$ cat config.mk
export PLATFORM = sky130hd
export DESIGN_NAME = ccff_chain_loader
export DESIGN_NICKNAME = d
export VERILOG_FILES = /design/src/rtl/ccff_loader_pkg.sv /design/src/rtl/ccff_readback_packer.sv /design/src/rtl/ccff_chain_loader.sv
export SDC_FILE = /design/constraint.sdc
export NUM_CORES = 1
export LEC_CHECK = 0
export CAP_MARGIN = 20
export CORE_MARGIN = 2
export CORE_UTILIZATION = 49
export DETAILED_ROUTE_END_ITERATION = 10
export PLACE_DENSITY = 0.8
export SLEW_MARGIN = 20
export SYNTH_ARGS = -nofsm -noshare
export SYNTH_HDL_FRONTEND = slang
export SYNTH_HIERARCHICAL = 1
export SYNTH_SLANG_ARGS = --single-unit
$ cat constraint.sdc
create_clock -name prog_clk -period 1.8 [get_ports prog_clk]
set_input_delay 0.27 -clock prog_clk [delete_from_list [all_inputs] [get_ports prog_clk]]
set_output_delay 0.27 -clock prog_clk [all_outputs]
set_load 0.02 [all_outputs]
$ cat src/rtl/ccff_loader_pkg.sv
// Shared types and elaboration helpers for the configuration-chain loader.
package ccff_loader_pkg;

  typedef enum logic [1:0] {
    ST_IDLE,
    ST_LOAD_WAIT,
    ST_SHIFT,
    ST_DONE
  } ccff_ld_state_e;

  // Bits of the final bitstream word that actually reach the chain.
  function automatic int unsigned last_word_bits(input int unsigned chain_len,
                                                 input int unsigned word_w);
    return ((chain_len % word_w) == 0) ? word_w : (chain_len % word_w);
  endfunction

endpackage

$ cat src/rtl/ccff_readback_packer.sv
// Collects chain-tail bits MSB-first into left-aligned readback words;
// flush emits a partial word zero-padded at the bottom.
module ccff_readback_packer #(
  parameter int unsigned WORD_W = 4
) (
  input  logic              clk,
  input  logic              rst,
  input  logic              clear,
  input  logic              shift,
  input  logic              bit_in,
  input  logic              flush,
  output logic [WORD_W-1:0] rb_data,
  output logic              rb_valid
);

  localparam int unsigned CW = $clog2(WORD_W);
  localparam logic [CW-1:0] FULL_CNT = CW'(WORD_W - 1);

  logic [WORD_W-1:0] acc_q;
  logic [WORD_W-1:0] acc_next;
  logic [CW-1:0]     cnt_q;

  always_comb begin
    acc_next = acc_q;
    acc_next[FULL_CNT - cnt_q] = bit_in;
  end

  always_ff @(posedge clk or posedge rst) begin
    if (rst) begin
      acc_q    <= '0;
      cnt_q    <= '0;
      rb_data  <= '0;
      rb_valid <= 1'b0;
    end else begin
      rb_valid <= 1'b0;
      if (clear) begin
        acc_q <= '0;
        cnt_q <= '0;
      end else if (shift) begin
        if (flush || (cnt_q == FULL_CNT)) begin
          rb_data  <= acc_next;
          rb_valid <= 1'b1;
          acc_q    <= '0;
          cnt_q    <= '0;
        end else begin
          acc_q <= acc_next;
          cnt_q <= cnt_q + CW'(1);
        end
      end
    end
  end

endmodule

$ cat src/rtl/ccff_chain_loader.sv
// Serialises bitstream words MSB-first into a configuration FF chain,
// reads back the old contents and holds I/O isolation until fully loaded.
module ccff_chain_loader
  import ccff_loader_pkg::*;
#(
  parameter int unsigned CHAIN_LEN = 4,
  parameter int unsigned WORD_W    = 4
) (
  input  logic              prog_clk,
  input  logic              prog_reset,
  input  logic              start,
  input  logic              abort,
  input  logic [WORD_W-1:0] cfg_data,
  input  logic              cfg_valid,
  output logic              cfg_ready,
  output logic              ccff_head,
  output logic              ccff_shift_en,
  input  logic              ccff_tail,
  output logic              isol_n,
  output logic [WORD_W-1:0] rb_data,
  output logic              rb_valid,
  output logic              busy,
  output logic              done
);

  localparam int unsigned TW        = $clog2(CHAIN_LEN + 1);
  localparam int unsigned BW        = $clog2(WORD_W);
  localparam int unsigned LAST_BITS = last_word_bits(CHAIN_LEN, WORD_W);
  localparam logic [TW-1:0] LAST_WORD_BASE = TW'(CHAIN_LEN - LAST_BITS);
  localparam logic [BW-1:0] LAST_STOP_IDX  = BW'(WORD_W - LAST_BITS);
  localparam logic [BW-1:0] TOP_IDX        = BW'(WORD_W - 1);

  ccff_ld_state_e    state_q, state_d;
  logic [WORD_W-1:0] word_q, word_d;
  logic [BW-1:0]     bit_idx_q, bit_idx_d, bit_idx_m1;
  logic [TW-1:0]     tot_cnt_q, tot_cnt_d;
  logic              last_word_q, last_word_d;
  logic              head_q, head_d;
  logic              shift_en_q, shift_en_d;
  logic              ready_q, ready_d;
  logic              isol_n_q, isol_n_d;
  logic              done_q, done_d;
  logic              busy_q, busy_d;
  logic              final_shift;
  logic              pk_clear, pk_shift, pk_flush;

  assign bit_idx_m1  = bit_idx_q - BW'(1);
  // Final bit is known from the word position alone; tot_cnt only marks which word is last.
  assign final_shift = last_word_q && (bit_idx_q == LAST_STOP_IDX);

  always_ff @(posedge prog_clk or posedge prog_reset) begin
    if (prog_reset) begin
      state_q     <= ST_IDLE;
      word_q      <= '0;
      bit_idx_q   <= '0;
      tot_cnt_q   <= '0;
      last_word_q <= 1'b0;
      head_q      <= 1'b0;
      shift_en_q  <= 1'b0;
      ready_q     <= 1'b0;
      isol_n_q    <= 1'b0;
      done_q      <= 1'b0;
      busy_q      <= 1'b0;
    end else begin
      state_q     <= state_d;
      word_q      <= word_d;
      bit_idx_q   <= bit_idx_d;
      tot_cnt_q   <= tot_cnt_d;
      last_word_q <= last_word_d;
      head_q      <= head_d;
      shift_en_q  <= shift_en_d;
      ready_q     <= ready_d;
      isol_n_q    <= isol_n_d;
      done_q      <= done_d;
      busy_q      <= busy_d;
    end
  end

  always_comb begin
    state_d     = state_q;
    word_d      = word_q;
    bit_idx_d   = bit_idx_q;
    tot_cnt_d   = tot_cnt_q;
    last_word_d = last_word_q;
    head_d      = head_q;
    shift_en_d  = 1'b0;
    ready_d     = 1'b0;
    isol_n_d    = isol_n_q;
    done_d      = 1'b0;
    busy_d      = 1'b0;
    pk_clear    = 1'b0;
    pk_shift    = 1'b0;
    pk_flush    = 1'b0;

    case (state_q)
      ST_IDLE, ST_DONE: begin
        done_d = (state_q == ST_DONE);
        if (start) begin
          state_d     = ST_LOAD_WAIT;
          tot_cnt_d   = '0;
          last_word_d = 1'b0;
          pk_clear    = 1'b1;
          isol_n_d    = 1'b0;
          done_d      = 1'b0;
          ready_d     = 1'b1;
          busy_d      = 1'b1;
        end
      end
      ST_LOAD_WAIT: begin
        busy_d = 1'b1;
        if (cfg_valid) begin
          state_d     = ST_SHIFT;
          word_d      = cfg_data;
          bit_idx_d   = TOP_IDX;
          last_word_d = (tot_cnt_q == LAST_WORD_BASE);
          head_d      = cfg_data[WORD_W-1];
          shift_en_d  = 1'b1;
        end else begin
          ready_d = 1'b1;
        end
      end
      ST_SHIFT: begin
        pk_shift  = 1'b1;
        tot_cnt_d = tot_cnt_q + TW'(1);
        if (final_shift) begin
          pk_flush = 1'b1;
          state_d  = ST_DONE;
          done_d   = 1'b1;
          isol_n_d = 1'b1;
        end else if (bit_idx_q == '0) begin
          state_d = ST_LOAD_WAIT;
          ready_d = 1'b1;
          busy_d  = 1'b1;
        end else begin
          bit_idx_d  = bit_idx_m1;
          head_d     = word_q[bit_idx_m1];
          shift_en_d = 1'b1;
          busy_d     = 1'b1;
        end
      end
      default: state_d = ST_IDLE;
    endcase

    if (abort) begin
      state_d    = ST_IDLE;
      shift_en_d = 1'b0;
      ready_d    = 1'b0;
      done_d     = 1'b0;
      busy_d     = 1'b0;
      isol_n_d   = isol_n_q;
      pk_clear   = 1'b1;
      pk_shift   = 1'b0;
      pk_flush   = 1'b0;
    end
  end

  ccff_readback_packer #(.WORD_W(WORD_W)) u_packer (
    .clk      (prog_clk),
    .rst      (prog_reset),
    .clear    (pk_clear),
    .shift    (pk_shift),
    .bit_in   (ccff_tail),
    .flush    (pk_flush),
    .rb_data  (rb_data),
    .rb_valid (rb_valid)
  );

  assign cfg_ready     = ready_q;
  assign ccff_head     = head_q;
  assign ccff_shift_en = shift_en_q;
  assign isol_n        = isol_n_q;
  assign busy          = busy_q;
  assign done          = done_q;

endmodule
Yosys cells after proc, flatten, opt, wreduce, memory -nomap -nowiden
Index checks and enable logic that the tools add are counted.

Bits in registers: 29. Input port bits: 10. Output and inout bits: 11. Logic and storage cells: 113.

$add $sub $neg: 4. Magnitude comparators: 3. Equal/unequal tests: 12. Muxes and demuxes: 59. Bitwise operators: 2. Reductions and logical operators: 18.

Operators by type and width (count): $mux W1 (31); $mux W2 (11); $mux W4 (3); $ne A2 B2 Y1 const B (5); $pmux W1 S2 (5); $reduce_and A3 Y1 (3); $reduce_and A4 Y1 (2); $reduce_bool A2 Y1 (4); $eq A2 B2 Y1 const B (3); $lt A2 B3 Y1 const B (2); $ne A3 B3 Y1 const B (2); $pmux W1 S3 (2); $pmux W2 S3 (1); $pmux W3 S2 (1); $bwmux W4 (1); $logic_not A2 Y1 (2); $ne A4 B4 Y1 const B (1); $pmux W2 S2 (1); $reduce_and A2 Y1 (2); $add A3 B1 Y3 const B (1); $logic_not A3 Y1 (1); $mux W3 (1); $add A2 B1 Y2 const B (1); $bmux W1 S2 (1); 9 further kinds (11).

Depth between registers and ports, before layout
Depth in word-level cells: 9. Gate-level depth with buffers: 8. Mapped depth without buffers: 7.

Hierarchy
The synthesis kept the hierarchy.

By module, submodules not included: ccff_chain_loader (times used 1, cells an instance 98, area each 1048.5 µm², sequential area each 450.4 µm²); ccff_readback_packer (times used 1, cells an instance 50, area each 585.6 µm², sequential area each 275.3 µm²).

Least setup slack after synthesis
Ideal clock, no wire load.

Path type: reg2reg. Start point: register state_q[0]. End point: register u_packer.rb_data[0]. Setup time: 0.125 ns. Arrival: 1.754 ns. Required time: 1.675 ns. Setup slack: -0.079 ns. Stages on the path, launching flop included: 9. Buffers on the path: 1. Clock period less this slack: 1.879 ns. Path through: dfrtp_1 -> inv_1 -> ha_1 -> buf_6 -> nor2b_1 -> and3_1 -> o21ai_2 -> nor2_4 -> mux2_4.

Elaborated cells between the ends (all ways): 13. Those cells by class: 2 x eq/ne; 6 x mux; 1 x bitwise; 4 x reduce/logical.

RTL lines: from (decl) (line ccff_chain_loader.sv:33) `ccff_ld_state_e state_q, state_d;`; from (signal assigned) (line ccff_chain_loader.sv:65) `state_q <= state_d;`; $eq A2 B2 Y1 (line ccff_chain_loader.sv:95) `case (state_q)`; $mux W1 (line ccff_chain_loader.sv:95); $mux W1 (line ccff_chain_loader.sv:144) `if (abort) begin`; named net pk_shift (line ccff_chain_loader.sv:45) `logic pk_clear, pk_shift, pk_flush;`; $reduce_and A3 Y1 (no source line); to (signal assigned) (line ccff_readback_packer.sv:41) `rb_data <= acc_next;`; to (decl) (line ccff_readback_packer.sv:12) `output logic [WORD_W-1:0] rb_data,`.

The timed path passes the listed nets, and every way through them passes these cells. A chain may end at the register's enable or synchronous reset.

Final worst setup path
Start point: register state_q[0]. End point: register bit_idx_q[0].

Longest elaborated chain between the ends: 3. Elaborated cells between the ends (all ways): 8. Those cells by class: 5 x eq/ne; 1 x mux; 2 x reduce/logical.

RTL lines: $eq A2 B2 Y1 / $eq A2 B1 Y1 (equally long branches) (line ccff_chain_loader.sv:95); $ne A2 B2 Y1 (no source line) / $reduce_bool A2 Y1 (equally long branches); $reduce_and A4 Y1 (no source line); to (signal assigned) (line ccff_chain_loader.sv:67) `bit_idx_q <= bit_idx_d;`; to (decl) (line ccff_chain_loader.sv:35) `logic [BW-1:0] bit_idx_q, bit_idx_d, bit_idx_m1;`.

Parallel ways exist; a longest one is shown, timed or not.

==> flow_metrics.tcl <==
set metrics [dict create \
    clk_path_buf_depth 2 \
    report.final.slew_viol_count 0 \
    synthCells 148 \
    drive_above_1_share_pct 24.5 \
    cp_max_fo 3 \
    cp.arrival_ns 1.96 \
    wirelength_um 3450 \
    path_cells "buf_4, ha_2, nand2b_1, a32o_2, a21oi_4, mux2_1" \
    clk_pin_slew_worst_paths_ns 0.09 \
    synth_ff_type "dfrtp_1" \
    pwr-share-seq_pct 45.2 \
    cellPowerDensity_nw_per_um2 899 \
    cp_data_required_time_ns 2.02 \
    power_frac_clock_pct 20.5 \
    skew_ns 0.00441 \
    port_buffers 20 \
    p_int_uw 1220 \
    regArea_um2 726 \
    vias 1274 \
    worstSetupStartpoint "state_q[0]" \
    crit_end "bit_idx_q[0]" \
    antenna_found_initial 0 \
    dp_hpwl_um 2610 \
    drc 0 \
    design_area_um2 2050 \
    cp.depth 6 \
    cts_tree "done" \
    grt_max_degree 19 \
    path_buf_inv 1 \
    coreArea_um2 3100 \
    cts.htree.levels 2 \
    yosysSeqAreaShare_pct 44.4 \
    grtUsageMet1_pct 26.1 \
    placed_area_um2 1970 \
    final_core_util_pct 66.0 \
    path_delay_family "compound AO/OA/AOI/OAI gates" \
    r2r_slack_ns 0.06 \
    cts_root_buf "clkbuf_4" \
    grt_usage_pct 22.6 \
    synthTopCellsByArea "dfrtp_1 (44%), ha_1 (10%), mux2_4 (3.7%)" \
    fmax_mhz 576 \
    first_global_vias 1296 \
    grt_remaining_overflow 0 \
    max_cap_viol_count 0 \
    tightest_slew_ns 0.422 \
    ys_types 46 \
    final_cells 232 \
    synthDominantCellAreaShare_pct 44.4 \
    p_leak_uw 0.000945 \
    syn_avg_cell_area_um2 11.0 \
    drt-pass1-iter-count 4 \
    ys_async_sr_fraction_pct 100 \
    ant_nets 0 \
    synth-seq-cells 29 \
    cp_slowest_cell "dfrtp_1" \
    end_kind "flop" \
    place.gp.congestion 0.894 \
    setup_tns_ns 0 \
    clk-insertion-delay-late_ns 0.33 \
    cts.sinks 29 \
    fin_nets 210 \
    dieHeight_um 61.7 \
    die-area_um2 3810 \
    num_rows 20 \
    placedCellCount 221 \
    p_sw_share_pct 33.9 \
    yosysWarnings 6 \
    vdd_drop_max_mv 0.696 \
    grt_setup_unrepaired "no" \
    cts_buffers 5 \
    fillCellCount 257 \
    period_minus_slack_ns 1.74 \
    hold_buffers 0 \
    slew_headroom_pct 71.8 \
    worst_r2r_path_depth 6 \
    ios 21 \
    reg2reg_to "bit_idx_q[0]" \
    setup_viol 0 \
    grt_pass1_wl_um 5960 \
    drt_iter0_markers 61 \
    synth_edf_count 0 \
    timing.rr.start "state_q[0]" \
    synth_top_area_cell "dfrtp_1" \
    cp-start-kind "flop" \
    power.switching_uw 625 \
    status "finished clean" \
    start_util_pct 52.7 \
    busiest_layer "met2" \
    finalHoldViolations 0 \
    via_per_inst 5.49 \
    finalPower_uw 1840 \
    wl_per_cell_um 14.8 \
    area_growth_pct 25.4 \
    hp-class "in2async" \
    diodes 0 \
    max_stage_delay_ns 0.41 \
    period_share_pct 96.5 \
    combPwrFrac_pct 34.3 \
    synthesis.area_um2 1630 \
    multi_input_area_um2 847 \
    die_w_um 61.7 \
    globalRouteMet3Util_pct 9.11 \
    synth_nets 171 \
    use_met2_pct 36.1 \
    worst-setup-path-type "reg2reg" \
]
worst min-delay path by stage:
stage	depth (start not counted)	slack (ns)	endpoint
after floorplan	1	0.12	u_packer/acc_q[0]
after global placement	2	0.46	word_q[3]
after detailed placement	2	0.48	word_q[3]
after CTS	2	0.25	u_packer/rb_data[0]
after global routing	2	0.26	u_packer/acc_q[2]
final	2	0.25	u_packer/acc_q[2]
cells by family after synthesis:
group	share of synthesized area, %
muxes	11.1
DFF	44.4
buffers and inverters	4.82
and+or+nand+nor	13.9
AOI/OAI and AO/OA	15.8
adders and majority gates	9.95
synthesized netlist by cell type (2+ instances only):
cell type / instances
o21ai_1: 4
a22o_1: 2
nand3_1: 3
nand2_1: 13
ha_1: 13
inv_1: 12
mux2_1: 4
nor2_1: 5
nor2b_1: 3
o31ai_1: 3
nor3_1: 2
a31oi_1: 3
nand2b_1: 4
clkbuf_2: 2
mux2i_1: 2
mux2_2: 5
dfrtp_1: 29
mux2_4: 4
nand4_1: 3
a21oi_1: 6
layout make-up:
| cell class | count | share of cell area (%) |
|---|---|---|
| clock buffer | 8 | 2.38 |
| tap | 44 | 2.69 |
| timing repair buffer | 37 | 16.0 |
| multi-input combinational | 102 | 41.3 |
| inverter | 12 | 2.20 |
| sequential | 29 | 35.4 |
metal layers:
metal | routed length, um | up-vias
li1 | - | 600
met3 | 173 | 10
met4 | 104 | 0
met2 | 1750 | 35
met1 | 1410 | 629
met5 | 0 | -
placed cells by master (no fill, tap or decap), types with 2 or more instances in the layout:
cell and count:
dfrtp_1 29, clkdlybuf4s50_1 20, buf_4 17, nand2_1 13
inv_1 11, ha_1 11, a21oi_1 6, nor2_1 5
mux2_2 5, clkbuf_4 5, nand2b_1 4, o21ai_1 4
mux2_1 4, mux2_4 4, nand3_1 3, a31oi_1 3
o31ai_1 3, clkbuf_1 3, nand4_1 3, mux2i_1 2
a22o_1 2, nor2b_4 2, nor2b_1 2, nor3_1 2
ha_2 2
repair_timing:
| item | 4_1_cts | 5_1_grt |
|---|---|---|
| setup endpoints to repair | 0 | 7 |
| resized for setup | 0 | 3 |
| hold endpoints to repair | 0 | 0 |
| setup buffers | 0 | 3 |
power by group through the flow:
stage	sequential, uW	clock [uW]	combinational [uW]
floorplan	841	0	395
global placement	836	0	582
detailed placement	844	0	610
CTS	832	393	612
global route	849	434	698
finish	833	378	633
state kept, by name (all words and copies together) (netlist names), 2 cells and up:
| register | count |
|---|---|
| u_packer/acc_q | 4 |
| bit_idx_q | 2 |
| u_packer/rb_data | 4 |
| word_q | 4 |
| state_q | 2 |
| tot_cnt_q | 3 |
| u_packer/cnt_q | 2 |
stage by stage:
stage	worst slack, ns	hold slack (ns)
6_report	0.0634	0.247
5_1_grt	0.00126	0.259
4_1_cts	0.0348	0.251
3_5_place_dp	-0.0446	0.485
3_3_place_gp	0.00204	0.461
2_1_floorplan	-0.00571	0.122
Power figures use the tool's default switching activity.
